`src/rtl/pipeline_ctrl_pkg.sv`:
```
// Shared definitions for the pipeline controller: stall masks, exception codes, FSM states.
// Latency: n/a (definitions only). Backpressure: n/a.
package pipeline_ctrl_pkg;

  // Each mask freezes the requesting stage and everything upstream of it (bit0 = PC .. bit5 = WB).
  localparam logic [5:0] STALL_NONE = 6'b000000;
  localparam logic [5:0] STALL_IF   = 6'b000011;
  localparam logic [5:0] STALL_ID   = 6'b000111;
  localparam logic [5:0] STALL_EX   = 6'b001111;
  localparam logic [5:0] STALL_MEM  = 6'b011111;
  localparam logic [5:0] STALL_ALL  = 6'b111111;

  localparam logic [31:0] EXC_NONE     = 32'h0000_0000;
  localparam logic [31:0] EXC_INT      = 32'h0000_0001;
  localparam logic [31:0] EXC_SYSCALL  = 32'h0000_0008;
  localparam logic [31:0] EXC_INV_INST = 32'h0000_000A;
  localparam logic [31:0] EXC_OV       = 32'h0000_000C;
  localparam logic [31:0] EXC_TRAP     = 32'h0000_000D;
  localparam logic [31:0] EXC_ERET     = 32'h0000_000E;

  typedef enum logic [1:0] {
    ST_RUN   = 2'd0,
    ST_FLUSH = 2'd1,
    ST_HOLD  = 2'd2
  } ctrl_state_e;

  // ERET returns to the saved EPC; every other exception enters the common handler.
  function automatic logic [31:0] exc_target(input logic [31:0] exc,
                                             input logic [31:0] epc,
                                             input logic [31:0] vec);
    return (exc == EXC_ERET) ? epc : vec;
  endfunction

endpackage

```
`src/rtl/pipeline_ctrl_stall_encoder.sv`:
```
// Priority encoder: four stage stall requests to a 6-bit stall mask, latest stage wins.
// Latency: combinational. Backpressure: none, pure function of its inputs.
module pipeline_ctrl_stall_encoder
  import pipeline_ctrl_pkg::*;
(
  input  logic       req_if_i,
  input  logic       req_id_i,
  input  logic       req_ex_i,
  input  logic       req_mem_i,
  output logic [5:0] mask_o
);

  always_comb begin
    mask_o = STALL_NONE;
    if (req_mem_i)     mask_o = STALL_MEM;
    else if (req_ex_i) mask_o = STALL_EX;
    else if (req_id_i) mask_o = STALL_ID;
    else if (req_if_i) mask_o = STALL_IF;
  end

endmodule

```
`src/rtl/pipeline_ctrl.sv`:
```
// Pipeline controller: merges stall requests and sequences exception/ERET flush+redirect; optional PIPE_CTRL_PERF_EN perf counters.
// Latency: stall same cycle, flush/new_pc one cycle after detection. Backpressure: stall_o freezes pipeline registers.
module pipeline_ctrl #(
  parameter logic [31:0] EXC_VECTOR  = 32'hBFC0_0380,
  parameter int unsigned HOLD_CYCLES = 1
) (
  input  logic        clk,
  input  logic        rst,
  input  logic        stallreq_if_i,
  input  logic        stallreq_id_i,
  input  logic        stallreq_ex_i,
  input  logic        stallreq_mem_i,
  input  logic [31:0] excepttype_i,
  input  logic [31:0] cp0_epc_i,
  output logic [5:0]  stall_o,
  output logic        flush_o,
  output logic [31:0] new_pc_o
`ifdef PIPE_CTRL_PERF_EN
  ,
  output logic [31:0] perf_stall_cycles_o,
  output logic [15:0] perf_flush_count_o
`endif
);
  import pipeline_ctrl_pkg::*;

  localparam logic [3:0] HOLD_LAST = 4'(HOLD_CYCLES - 1);

  ctrl_state_e state_q;
  logic        flush_q;
  logic [31:0] new_pc_q;
  logic [3:0]  hold_cnt_q;
  logic [5:0]  enc_mask;
  logic        exc_vld;

  assign exc_vld = (excepttype_i != EXC_NONE);

  pipeline_ctrl_stall_encoder u_stall_encoder (
    .req_if_i  (stallreq_if_i),
    .req_id_i  (stallreq_id_i),
    .req_ex_i  (stallreq_ex_i),
    .req_mem_i (stallreq_mem_i),
    .mask_o    (enc_mask)
  );

  always_ff @(posedge clk) begin
    if (rst) begin
      state_q    <= ST_RUN;
      flush_q    <= 1'b0;
      new_pc_q   <= 32'h0;
      hold_cnt_q <= 4'd0;
    end else begin
      flush_q <= 1'b0;
      case (state_q)
        ST_RUN: begin
          if (exc_vld) begin
            state_q  <= ST_FLUSH;
            flush_q  <= 1'b1;
            new_pc_q <= exc_target(excepttype_i, cp0_epc_i, EXC_VECTOR);
          end
        end
        ST_FLUSH: begin
          hold_cnt_q <= 4'd0;
          state_q    <= (HOLD_CYCLES == 0) ? ST_RUN : ST_HOLD;
        end
        ST_HOLD: begin
          // Exceptions seen here belong to the flushed instruction stream and are dropped.
          if (hold_cnt_q == HOLD_LAST) begin
            hold_cnt_q <= 4'd0;
            state_q    <= ST_RUN;
          end else begin
            hold_cnt_q <= hold_cnt_q + 4'd1;
          end
        end
        default: state_q <= ST_RUN;
      endcase
    end
  end

  always_comb begin
    stall_o = STALL_NONE;
    if (!rst) begin
      case (state_q)
        ST_RUN:  stall_o = exc_vld ? STALL_ALL : enc_mask;
        ST_HOLD: stall_o = enc_mask;
        default: stall_o = STALL_NONE;
      endcase
    end
  end

  assign flush_o  = flush_q;
  assign new_pc_o = new_pc_q;

`ifdef PIPE_CTRL_PERF_EN
  logic [31:0] perf_stall_q, perf_stall_d;
  logic [15:0] perf_flush_q, perf_flush_d;

  always_comb begin
    perf_stall_d = perf_stall_q + ((stall_o != STALL_NONE) ? 32'd1 : 32'd0);
    perf_flush_d = perf_flush_q + {15'd0, flush_q};
  end

  always_ff @(posedge clk) begin
    if (rst) begin
      perf_stall_q <= 32'd0;
      perf_flush_q <= 16'd0;
    end else begin
      perf_stall_q <= perf_stall_d;
      perf_flush_q <= perf_flush_d;
    end
  end

  assign perf_stall_cycles_o = perf_stall_q;
  assign perf_flush_count_o  = perf_flush_q;
`endif

endmodule

```
`config.mk`:
```
export PLATFORM = sky130hd
export DESIGN_NAME = pipeline_ctrl
export DESIGN_NICKNAME = d
export VERILOG_FILES = /design/src/rtl/pipeline_ctrl_pkg.sv /design/src/rtl/pipeline_ctrl_stall_encoder.sv /design/src/rtl/pipeline_ctrl.sv
export SDC_FILE = /design/constraint.sdc
export NUM_CORES = 1
export LEC_CHECK = 0
export ABC_AREA = 0
export BUFFER_PORTS_ARGS = -buffer_cell sky130_fd_sc_hd__buf_2
export CORE_MARGIN = 2
export CORE_UTILIZATION = 42
export DETAILED_ROUTE_END_ITERATION = 8
export GPL_ROUTABILITY_DRIVEN = 0
export PLACE_DENSITY = 0.81
export SYNTH_ARGS = -nofsm -noshare
export SYNTH_HDL_FRONTEND = slang
export SYNTH_SLANG_ARGS = --single-unit
```
`constraint.sdc`:
```
create_clock -name clk -period 3.9 [get_ports clk]
set_input_delay 0.39 -clock clk [delete_from_list [all_inputs] [get_ports clk]]
set_output_delay 0.39 -clock clk [all_outputs]
set_load 0.02 [all_outputs]
```
Word level (Yosys, flattened, before mapping)
Cells that the tools add are included.
{"block": "word_totals", "register_bits": 39, "input_bits": 70, "out_inout_bits": 39, "word_cells": 32}
{"block": "op_classes", "addsub": 1, "eq_ne": 5, "mux": 14, "bitwise_logic": 1, "reduce_logical": 7}
{"cell": "$eq 32x4->1 const B", "n": 1}
{"cell": "$mux 32", "n": 1}
{"cell": "$reduce_bool 32->1", "n": 1}
{"cell": "$mux 6", "n": 5}
{"cell": "$pmux 6 s2", "n": 1}
{"cell": "$pmux 4 s2", "n": 1}
{"cell": "$mux 2", "n": 3}
{"cell": "$pmux 2 s3", "n": 1}
{"cell": "$add 4x1->4 const B", "n": 1}
{"cell": "$logic_not 4->1", "n": 1}
{"cell": "$mux 4", "n": 1}
{"cell": "$ne 2x2->1 const B", "n": 2}
{"cell": "$reduce_and 2->1", "n": 2}
{"cell": "$eq 2x1->1 const B", "n": 1}
{"cell": "$eq 2x2->1 const B", "n": 1}
{"cell": "$logic_not 2->1", "n": 1}
{"cell": "$reduce_bool 2->1", "n": 1}
{"cell": "$reduce_or 2->1", "n": 1}
{"cell": "$mux 1", "n": 1}
{"cell": "$not 1->1", "n": 1}

Longest topological paths before layout
Gate-level depths: netlist of run 1.
{"block": "logic_depth", "ltp_word": 7, "mapped_depth": 7, "mapped_depth_nobuf": 6}

Cells and area by module
Synthesis of run 1 repeated with hierarchy kept, for this count alone.
{"block": "unflattened", "cells_unflattened": 154, "area_unflattened_um2": 1676.6}
{"module": "pipeline_ctrl", "instances": 1, "cells_each": 147, "area_per_inst_um2": 1630.3, "seq_area_each_um2": 780.7}
{"module": "pipeline_ctrl_stall_encoder", "instances": 1, "cells_each": 7, "area_per_inst_um2": 46.3, "seq_area_each_um2": 0.0}

Least setup slack after synthesis of run 1
Ideal clock, no wire load.
{"block": "synth_path", "path_type": "input to output", "from": "input excepttype_i[20]", "to": "output stall_o[1]", "t_arrival_ns": 1.841, "required_time_ns": 3.510, "slack_ns": 1.669, "path_stages": 6, "path_buffers": 2, "cell_sequence": "nor4_1 > nand4_1 > o31ai_4 > buf_6 > a21oi_1 > buf_4"}
{"block": "synth_via", "elab_chain_cells": 4}
{"element": "from (decl)", "line": "pipeline_ctrl.sv:13", "text": "input logic [31:0] excepttype_i,"}
{"element": "$reduce_bool 32->1", "line": "pipeline_ctrl.sv:35", "text": "assign exc_vld = (excepttype_i != EXC_NONE);"}
{"element": "$mux 6", "line": "pipeline_ctrl.sv:83", "text": "ST_RUN: stall_o = exc_vld ? STALL_ALL : enc_mask;"}
{"element": "$pmux 6 s2", "line": "pipeline_ctrl.sv:82", "text": "case (state_q)"}
{"element": "$mux 6", "line": "pipeline_ctrl.sv:81", "text": "if (!rst) begin"}
{"element": "to (decl)", "line": "pipeline_ctrl.sv:15", "text": "output logic [5:0] stall_o,"}
Every way passes these cells.

Final worst setup path of run 1
{"block": "layout_path", "from": "input excepttype_i[24]", "to": "output stall_o[4]"}
Same word-level chain as after synthesis.

==> results of run 1 <==
[worst max-delay path by stage]
| stage | start | end | slack (ns) |
|---|---|---|---|
| floorplan | excepttype_i[20] | stall_o[1] | 1.67 |
| global placement | excepttype_i[20] | stall_o[4] | 1.50 |
| detailed placement | excepttype_i[20] | stall_o[4] | 1.45 |
| CTS | excepttype_i[20] | stall_o[4] | 1.44 |
| global route | excepttype_i[24] | stall_o[4] | 1.29 |
| finish | excepttype_i[24] | stall_o[4] | 1.45 |
[through the flow]
step	utilization (%)	cell area [sq um]	hold slack [ns]	worst slack [ns]
floorplan	-	1602	0.4515	1.669
global placement	58.89	2156	0.4683	1.497
detailed placement	58.89	2156	0.4732	1.448
CTS	61.72	2260	0.3012	1.445
global route	61.72	2260	0.3072	1.285
finish	61.72	2260	0.3080	1.453
[placed cells by master (no fill, tap or decap), types with 2 or more instances in the layout]
master and n:
a21oi_1 4, a32o_1 20, buf_2 108, buf_4 3, clkbuf_8 7, dfxtp_1 39, ha_1 5, inv_1 6
nand2_1 4, nand4_1 3, nor2_1 6, nor4_1 3, nor4_2 4, o221a_1 10, o221a_2 3, o22ai_1 2
or3_1 2, xor2_1 2
[power breakdown]
part	internal (mW)	switching [mW]
combinational	0.0746	0.0999
sequential	0.418	0.0111
clock	0.161	0.133
total	0.653	0.244
[cells in the mapped netlist, drive strengths merged]
master	number
o221a	13
nand2b	1
nand3	1
o41a	1
nand4	4
buf	7
inv	6
dfxtp	39
a21oi	4
o22ai	2
o32ai	1
o21ai	1
mux2i	1
clkinv	1
nand2	4
xnor2	1
a32o	20
nor2	6
xor2	2
or3	3
o31a	1
ha	5
a21o	1
o31ai	2
nor3	1
clkbuf	5
nor4	7
[cell families (layout without fill, tap and decap cells)]
kind of cell    Yosys count  after routing
flops                    39             39
simple gates             27             27
fa+ha+maj                 5              5
compound gates           46             46
xor+xnor                  3              3
mux                       1              1
buf+inv                  19            126
[routing by layer]
metal | wire [um] | up-vias | GRT usage [%] | share of wire, %
met2 | 2086 | 59 | 33.96 | 50
met4 | 38 | 0 | 5.469 | 0.91
li1 | - | 769 | - | -
met5 | 0 | - | 0 | 0
met3 | 294 | 4 | 6.164 | 7.0
met1 | 1762 | 753 | 24.89 | 42
[area by class of cell]
type                       count  area, sq um  share of cell area [%]
sequential                    39        780.7                   34.55
multi-input combinational     82        725.7                   32.12
timing repair buffer         111        563.0                   24.92
clock buffer                   7        96.34                   4.264
tap                           48        60.06                   2.658
inverter                       7        26.28                   1.163
clock inverter                 1        7.507                  0.3322
[flip-flops by register name, indices dropped and copies added (netlist names)]
signal,cells
state_q,2
flush_o,1
new_pc_o,32
hold_cnt_q,4
[worst max-delay path: cells and delay by family]
kind                   cells  cell delay (ns)
AND/OR/NAND/NOR            2             0.58
AO/OA/AOI/OAI              2             0.82
buffers and inverters      2             0.25
==> flow_summary.ini, run 1 <==
[floorplanning]
die_height_um = 65.75
core_area_sq_um = 3661
die_w_um = 65.75
start_util_pct = 43.75
dieArea_sq_um = 4323
num_rows = 22
pin_count = 109

[drt]
drt-vias-per-instance = 5.373
ant_nets = 0
wl_per_cell_um = 14.18
vias = 1585
drcViolationCount = 0
dr.pass1.iters = 4
drtIter0Drc = 83
wl_mm = 4.182

[cts]
root_buffer = clkbuf_8
path_clk_slew_ns = 0.07
hold_buffers = 0
cts_made_buffers = 5
cts_buffer_depth = 2
cts_tree = done
post-cts-setup-buffers = 0
cts-resized-gates = 0
insertion_delay_ns = 0.28
cts.sinks = 39
htreeDepth = 2

[setup_path]
criticalPathCategory = in2out
critPathMaxStageDelay_ns = 0.54
reg2reg_depth = 5
cp_common_cell = buf_2
reg2reg_slack_ns = 2.13
critPathCaptureType = primary output
cp.required_ns = 3.51
critPathArrivalTime_ns = 2.06
worstPathMaxFanout = 13
reg2reg_from = state_q[0]
slowest_stage = o31a_1
crit_chain = buf_2 > nor4_1 > nand4_1 > o31a_1 > o221a_2 > buf_2
crit_path_start_kind = primary input
r2r_end = new_pc_o[7]

[synthesis]
synth-compound-area-share_pct = 28.05
yosys_warnings = 0
synth_fp_nets = 215
ys_seq_area_share_pct = 48.75
synth_largest_area_cell = dfxtp_1
synth_top_family_by_area = compound AO/OA/AOI/OAI gates
synth_area_sq_um = 1602
synth_area_leaders = dfxtp_1 49%, a32o_1 13%, o221a_1 7.0%
yosys.area.top_type_share_pct = 48.75
ys_ff_latch = 39
synthCells = 140
synthXorXnorAreaFrac_pct = 1.641
synth_mux_area_share_pct = 0.6250
ys_types = 34
synthAdderAreaFrac_pct = 3.906
synth_simple_gate_area_share_pct = 10.70
avgSynthCellArea_sq_um = 11.44

[timing]
finClkSkew_ns = 0.003910
grt_setup_unrepaired = no
setup_violations = 0
fin_crit_ns = 2.447
hold_viol_final = 0
drv_slew = 0
worstMarginPinSlew_ns = 0.4956
maxSlewHeadroom_pct = 66.96
fmax_ghz = 0.4087
setup_tns_ns = 0
finalCritPeriodShare_pct = 62.74

[finish]
syn_to_final_growth_pct = 41.09
diodes = 0
num-nets-final = 321
fill_cells = 316
stdcell_count = 295
drive_above_1_share_pct = 52.23

[global_routing]
grt_pass1_wl_mm = 6.748
antenna_found_initial = 0
grt_pass1_vias = 1459
grt.total_usage_pct = 20.19
grt_overflow = 0
grt_max_degree = 31

[power_and_ir_drop]
p_leak_nw = 1.075
ir_worst_vdd_mv = 0.2553
power_density_nw_per_um2 = 396.9
finalPower_uw = 896.9

[run]
drv_cap = 0

[min_path]
holdPathStages = 2
holdPathEnd = new_pc_o[17]
hp-class = in2reg
hp-start = cp0_epc_i[17]

[placement]
io_buffers = 108
place_inst = 287
dp_hpwl_mm = 3.184

[status]
outcome = finished, final reports clean
Note: power is estimated with default switching activity, not from simulation.
==> inputs of run 2 (changes only) <==
--- a/config.mk
+++ b/config.mk
@@ -8,10 +8,10 @@
 export ABC_AREA = 0
 export BUFFER_PORTS_ARGS = -buffer_cell sky130_fd_sc_hd__buf_2
 export CORE_MARGIN = 2
-export CORE_UTILIZATION = 42
+export CORE_UTILIZATION = 37
 export DETAILED_ROUTE_END_ITERATION = 8
 export GPL_ROUTABILITY_DRIVEN = 0
-export PLACE_DENSITY = 0.81
+export PLACE_DENSITY = 0.76
 export SYNTH_ARGS = -nofsm -noshare
 export SYNTH_HDL_FRONTEND = slang
 export SYNTH_SLANG_ARGS = --single-unit
==> constraint.sdc (replaced) <==
create_clock -name clk -period 2.1 [get_ports clk]
set_input_delay 0.21 -clock clk [delete_from_list [all_inputs] [get_ports clk]]
set_output_delay 0.21 -clock clk [all_outputs]
set_load 0.02 [all_outputs]
==> run 2 against run 1 <==
Compared with the run above:
- final cell count up 1.0%
- sequential cell count unchanged
- global-route usage down 2.7 points
- power up 88%
- worst hold slack worse by 0.18 ns
- core utilization down 5.9 points
- count of clock-buffer cells in the layout unchanged
- register-to-register slack worse by 1.8 ns
- clock skew about the same
- critical path type unchanged
- critical endpoint is now stall_o[5]
- highest routed layer unchanged
==> flow_summary.ini, run 2 (synthesis results as in run 1) <==
[cts]
insertion_delay_ns = 0.28
cts_buffer_depth = 2
htreeDepth = 2
root_buffer = clkbuf_8
cts-resized-gates = 0
post-cts-setup-buffers = 0
cts.sinks = 39
path_clk_slew_ns = 0.08
hold_buffers = 0
cts_made_buffers = 5
cts_tree = done

[timing]
worstMarginPinSlew_ns = 0.3701
setup_tns_ns = 0
finalCritPeriodShare_pct = 91.92
setup_violations = 0
hold_viol_final = 0
finClkSkew_ns = 0.003976
fmax_ghz = 0.5180
drv_slew = 0
grt_setup_unrepaired = no
fin_crit_ns = 1.930
maxSlewHeadroom_pct = 75.12

[finish]
fill_cells = 386
syn_to_final_growth_pct = 42.50
diodes = 0
stdcell_count = 298
num-nets-final = 322
drive_above_1_share_pct = 52.42
final_common_cell = buf_2
final_cell_mix = 108 x buf_2, 39 x dfxtp_1, 20 x a32o_1
largest_reg_flops = 32
fin_util_pct = 55.85

[power_and_ir_drop]
swShare_pct = 27.33
combPwrFrac_pct = 20.3
ir_worst_vdd_mv = 0.4412
clkPwrFrac_pct = 32.5
switching_power_uw = 460.7
power_density_nw_per_um2 = 738.5
p_leak_nw = 1.084
intPower_mw = 1.225
seqPwrFrac_pct = 47.2

[setup_path]
critPathCaptureType = primary output
crit_path_start_kind = primary input
cp.required_ns = 1.89
slowest_stage = o31ai_4
reg2reg_depth = 5
critPathArrivalTime_ns = 1.72
cp_common_cell = buf_2
criticalPathCategory = in2out
critPathMaxStageDelay_ns = 0.41
crit_chain = buf_2 > nor4_1 > nand4_1 > o31ai_4 > buf_12 > nor2_1 > buf_2
worstPathMaxFanout = 23

[floorplanning]
core_area_sq_um = 4086
dieArea_sq_um = 4871
die_height_um = 69.79
num_rows = 23
pin_count = 109
start_util_pct = 39.19
die_w_um = 69.79

[drt]
vias = 1556
dr.pass1.iters = 4
wl_mm = 4.253
ant_nets = 0
wl_per_cell_um = 14.27
drcViolationCount = 0
drtIter0Drc = 44
drt-vias-per-instance = 5.221

[global_routing]
grt_overflow = 0
grt.total_usage_pct = 17.53
antenna_found_initial = 0
grt_pass1_vias = 1521
grt_pass1_wl_mm = 7.065
grt_max_degree = 33

[status]
outcome = finished, final reports clean

[placement]
place_inst = 290
io_buffers = 108
dp_hpwl_mm = 3.203

[min_path]
holdPathStages = 2
hp-class = in2reg

[run]
drv_cap = 0
[run 2: cell type report]
type / instances / area, sq um / share of cell area, %
multi-input combinational: 82 / 725.7 / 31.80
inverter: 7 / 26.28 / 1.151
clock buffer: 7 / 96.34 / 4.221
sequential: 39 / 780.7 / 34.21
timing repair buffer: 112 / 583.1 / 25.55
clock inverter: 1 / 7.507 / 0.3289
tap: 50 / 62.56 / 2.741
[run 2: path summary, 6_finish.rpt]
path / startpoint / end / slack, ns
hold / removal: cp0_epc_i[12] / new_pc_o[12] / 0.13
setup reg to reg: state_q[0] / new_pc_o[8] / 0.33
hold reg to reg: state_q[1] / state_q[1] / 0.49
setup / recovery: excepttype_i[20] / stall_o[5] / 0.17
[run 2: stage by stage]
| stage | worst slack, ns | hold WS (ns) | power [mW] | cell area (sq um) |
|---|---|---|---|---|
| after CTS | 0.1559 | 0.1247 | 1.706 | 2282 |
| after floorplan | 0.1746 | 0.3358 | 1.013 | 1602 |
| after global placement | 0.2272 | 0.4188 | 1.149 | 2178 |
| after global routing | 0.06429 | 0.1295 | 1.772 | 2282 |
| after detailed placement | 0.1592 | 0.4238 | 1.154 | 2178 |
| final | 0.1696 | 0.1330 | 1.685 | 2282 |
[run 2: routing by layer]
| layer | GRT usage (%) | wire length [um] | vias up |
|---|---|---|---|
| met3 | 3.924 | 260 | 2 |
| met2 | 28.36 | 2019 | 53 |
| met4 | 3.846 | 8 | 0 |
| met1 | 23.92 | 1964 | 732 |
| li1 | - | - | 769 |
| met5 | 0 | 0 | - |
[run 2: power groups by stage]
stage / Combinational, mW / Sequential [mW] / Clock (mW)
floorplan: 0.167 / 0.846 / 0
global placement: 0.337 / 0.811 / 0
detailed placement: 0.341 / 0.813 / 0
CTS: 0.343 / 0.795 / 0.568
global route: 0.368 / 0.801 / 0.602
finish: 0.341 / 0.796 / 0.548
[run 2: worst max-delay path: cells and delay by family]
kind	cells	cell delay, ns
simple gates	3	0.64
buf+inv	3	0.46
compound gates	1	0.41
==> inputs of run 3 (changes only) <==
--- a/config.mk
+++ b/config.mk
@@ -5,10 +5,10 @@
 export SDC_FILE = /design/constraint.sdc
 export NUM_CORES = 1
 export LEC_CHECK = 0
-export ABC_AREA = 0
+export ABC_AREA = 1
 export BUFFER_PORTS_ARGS = -buffer_cell sky130_fd_sc_hd__buf_2
 export CORE_MARGIN = 2
-export CORE_UTILIZATION = 37
+export CORE_UTILIZATION = 40
 export DETAILED_ROUTE_END_ITERATION = 8
 export GPL_ROUTABILITY_DRIVEN = 0
 export PLACE_DENSITY = 0.76
==> run 3 against run 2 <==
Compared with the run above:
- cell area up 17%
- sequential share of layout area fell by 4.8 points
- register-to-register slack about the same
- setup slack improved by 0.0077 ns
- highest routed layer unchanged
- non-clock buffer count unchanged
- synthesized cell count up 100%
- sequential power up 4.1%
==> flow_summary.ini, run 3 <==
[drt]
dr.pass1.iters = 4
vias = 2015
wl_per_cell_um = 10.05
drtIter0Drc = 44
drt-vias-per-instance = 4.371
drcViolationCount = 0
wl_mm = 4.632
ant_nets = 0

[setup_path]
crit_path_start_kind = flip-flop
critPathCaptureType = primary output
cp.required_ns = 1.89
criticalPathCategory = reg2out
critPathArrivalTime_ns = 1.71
reg2reg_slack_ns = 0.33
worstPathMaxFanout = 5

[placement]
pre_cts_slack_ns = -0.05762
placed_area_sq_um = 2552
io_buffers = 108
dp_hpwl_mm = 3.325

[timing]
fin_hold_ws_ns = 0.1424
finClkSkew_ns = 0.003234
fin_crit_ns = 1.923
hold_viol_final = 0
finalCritPeriodShare_pct = 91.56
drv_slew = 0
grt_setup_unrepaired = no
fmax_ghz = 0.5201
worstMarginPinSlew_ns = 0.7577
setup_violations = 0
maxSlewHeadroom_pct = 49.43
worst_slack_ns = 0.1773

[synthesis]
synthAdderAreaFrac_pct = 3.106
synth-compound-area-share_pct = 14.84
ys_ff_latch = 39
synth_mux_area_share_pct = 0
synth_common_cells = 70 x nor2_1, 66 x nand2_1, 39 x dfxtp_1, 36 x inv_1, 20 x a21oi_2
ys.flop_type = dfxtp_1
yosys.area.top_type_share_pct = 38.76
yosys_warnings = 0
ys_seq_area_share_pct = 38.76
synth_edf_count = 0
synthXorXnorAreaFrac_pct = 0.8696
synth_simple_gate_area_share_pct = 30.50
synth_largest_area_cell = dfxtp_1
synth_area_leaders = dfxtp_1 39%, nor2_1 13%, nand2_1 12%
synthCells = 285
synth_area_sq_um = 2014
synth_fp_nets = 360
synthArstFlopShare_pct = 0
ys_types = 22
avgSynthCellArea_sq_um = 7.068
synth_top_family_by_area = simple AND/OR/NAND/NOR gates
synth.most_common_cell = nor2_1

[floorplanning]
die_w_um = 74.97
num_rows = 25
die_height_um = 74.97
start_util_pct = 42.09
pin_count = 109
dieArea_sq_um = 5620
core_area_sq_um = 4786

[finish]
syn_to_final_growth_pct = 31.99
drive_above_1_share_pct = 37.82
fin_util_pct = 55.56
final_cell_mix = 108 x buf_2, 70 x nor2_1, 66 x nand2_1
num-nets-final = 468
final_common_cell = buf_2
final_area_sq_um = 2659
largest_reg_flops = 32
diodes = 0

[power_and_ir_drop]
finalPower_mw = 1.849
power_density_nw_per_um2 = 695.5
p_leak_nw = 1.388
ir_worst_vdd_mv = 0.5196

[global_routing]
antenna_found_initial = 0
grt.total_usage_pct = 16.97
grt_pass1_vias = 1799
grt_max_degree = 33
grt_pass1_wl_mm = 7.493
grt_overflow = 0

[cts]
cts_tree = done
cts_buffer_depth = 2
hold_buffers = 0
htreeDepth = 2
insertion_delay_ns = 0.28
root_buffer = clkbuf_8
path_clk_slew_ns = 0.07
cts_made_buffers = 5
cts.sinks = 39

[run]
drv_cap = 0

[min_path]
hp-class = in2reg

[status]
outcome = finished, final reports clean
[run 3: changes by cell type in the layout (fill, tap and decap cells not counted), moves of 3 or more]
| cell | before | now |
|---|---|---|
| a21oi_2 | 0 | 20 |
| a32o_1 | 20 | 0 |
| inv_1 | 6 | 36 |
| nand2_1 | 4 | 66 |
| nand2_2 | 0 | 3 |
| nand3_1 | 1 | 5 |
| nor2_1 | 6 | 70 |
| nor2_2 | 0 | 3 |
| nor4_1 | 3 | 0 |
| nor4_2 | 4 | 0 |
| o21bai_1 | 0 | 12 |
| o221a_1 | 10 | 0 |
| o221a_2 | 3 | 0 |
[run 3: repair_timing]
action | CTS | global route
setup buffers | 2 | 0
setup endpoints to repair | 6 | 4
gates resized for setup | 0 | 2
hold endpoints to repair | 0 | 0
pin swaps | 1 | 0
cloned | 1 | 0
[run 3: where the power goes]
group	leakage (nW)	switching (mW)	internal (mW)	total, mW
clock network	0.0422	0.247	0.233	0.480
registers	0.319	0.0316	0.797	0.829
logic	1.03	0.345	0.195	0.540
total	1.39	0.623	1.23	1.85
[run 3: layer usage]
layer	track usage [%]	wire, um	vias to the layer above
met4	4.762	46	0
met3	4.552	299	5
met5	0	0	-
li1	-	-	1080
met2	28.75	2199	64
met1	21.24	2087	866
[run 3: path summary, 6_finish.rpt]
kind	end	from	cells after the start
hold reg to reg	new_pc_o[4]	new_pc_o[4]	2
setup reg to reg	new_pc_o[20]	state_q[0]	6
setup / recovery	stall_o[1]	state_q[0]	7
hold / removal	new_pc_o[26]	cp0_epc_i[26]	3
[run 3: kinds of logic (layout without fill, tap and decap cells)]
| group | Yosys count | count (layout) |
|---|---|---|
| and+or+nand+nor | 152 | 153 |
| buffers and inverters | 49 | 157 |
| DFF | 39 | 39 |
| AOI/OAI and AO/OA | 38 | 38 |
| adders and majority gates | 5 | 5 |
| xor gates and xnor gates | 2 | 2 |
[run 3: area by class of cell]
cell class              count  area, sq um
clock buffers               7        76.32
clock inverters             1        5.005
fillers                   486         2127
inverters                  37        138.9
multi-input cells         198         1003
flip-flops and latches     39        780.7
well taps                  67        83.83
repair buffers            112        570.5
[run 3: worst max-delay path, cell delays in order (launching register included)]
cell	delay, ns
dfxtp_1	0.35
inv_1	0.07
ha_1	0.27
o21ai_2	0.18
inv_1	0.08
o21ai_0	0.14
nand4_1	0.16
buf_2	0.18
[run 3: stage by stage]
| stage | TNS, ns | instances |
|---|---|---|
| final | 0 | 461 |
| after CTS | 0 | 461 |
| after global placement | 0 | 450 |
| after floorplan | 0 | 285 |
| after detailed placement | -0.1305 | 450 |
| after global routing | 0 | 461 |
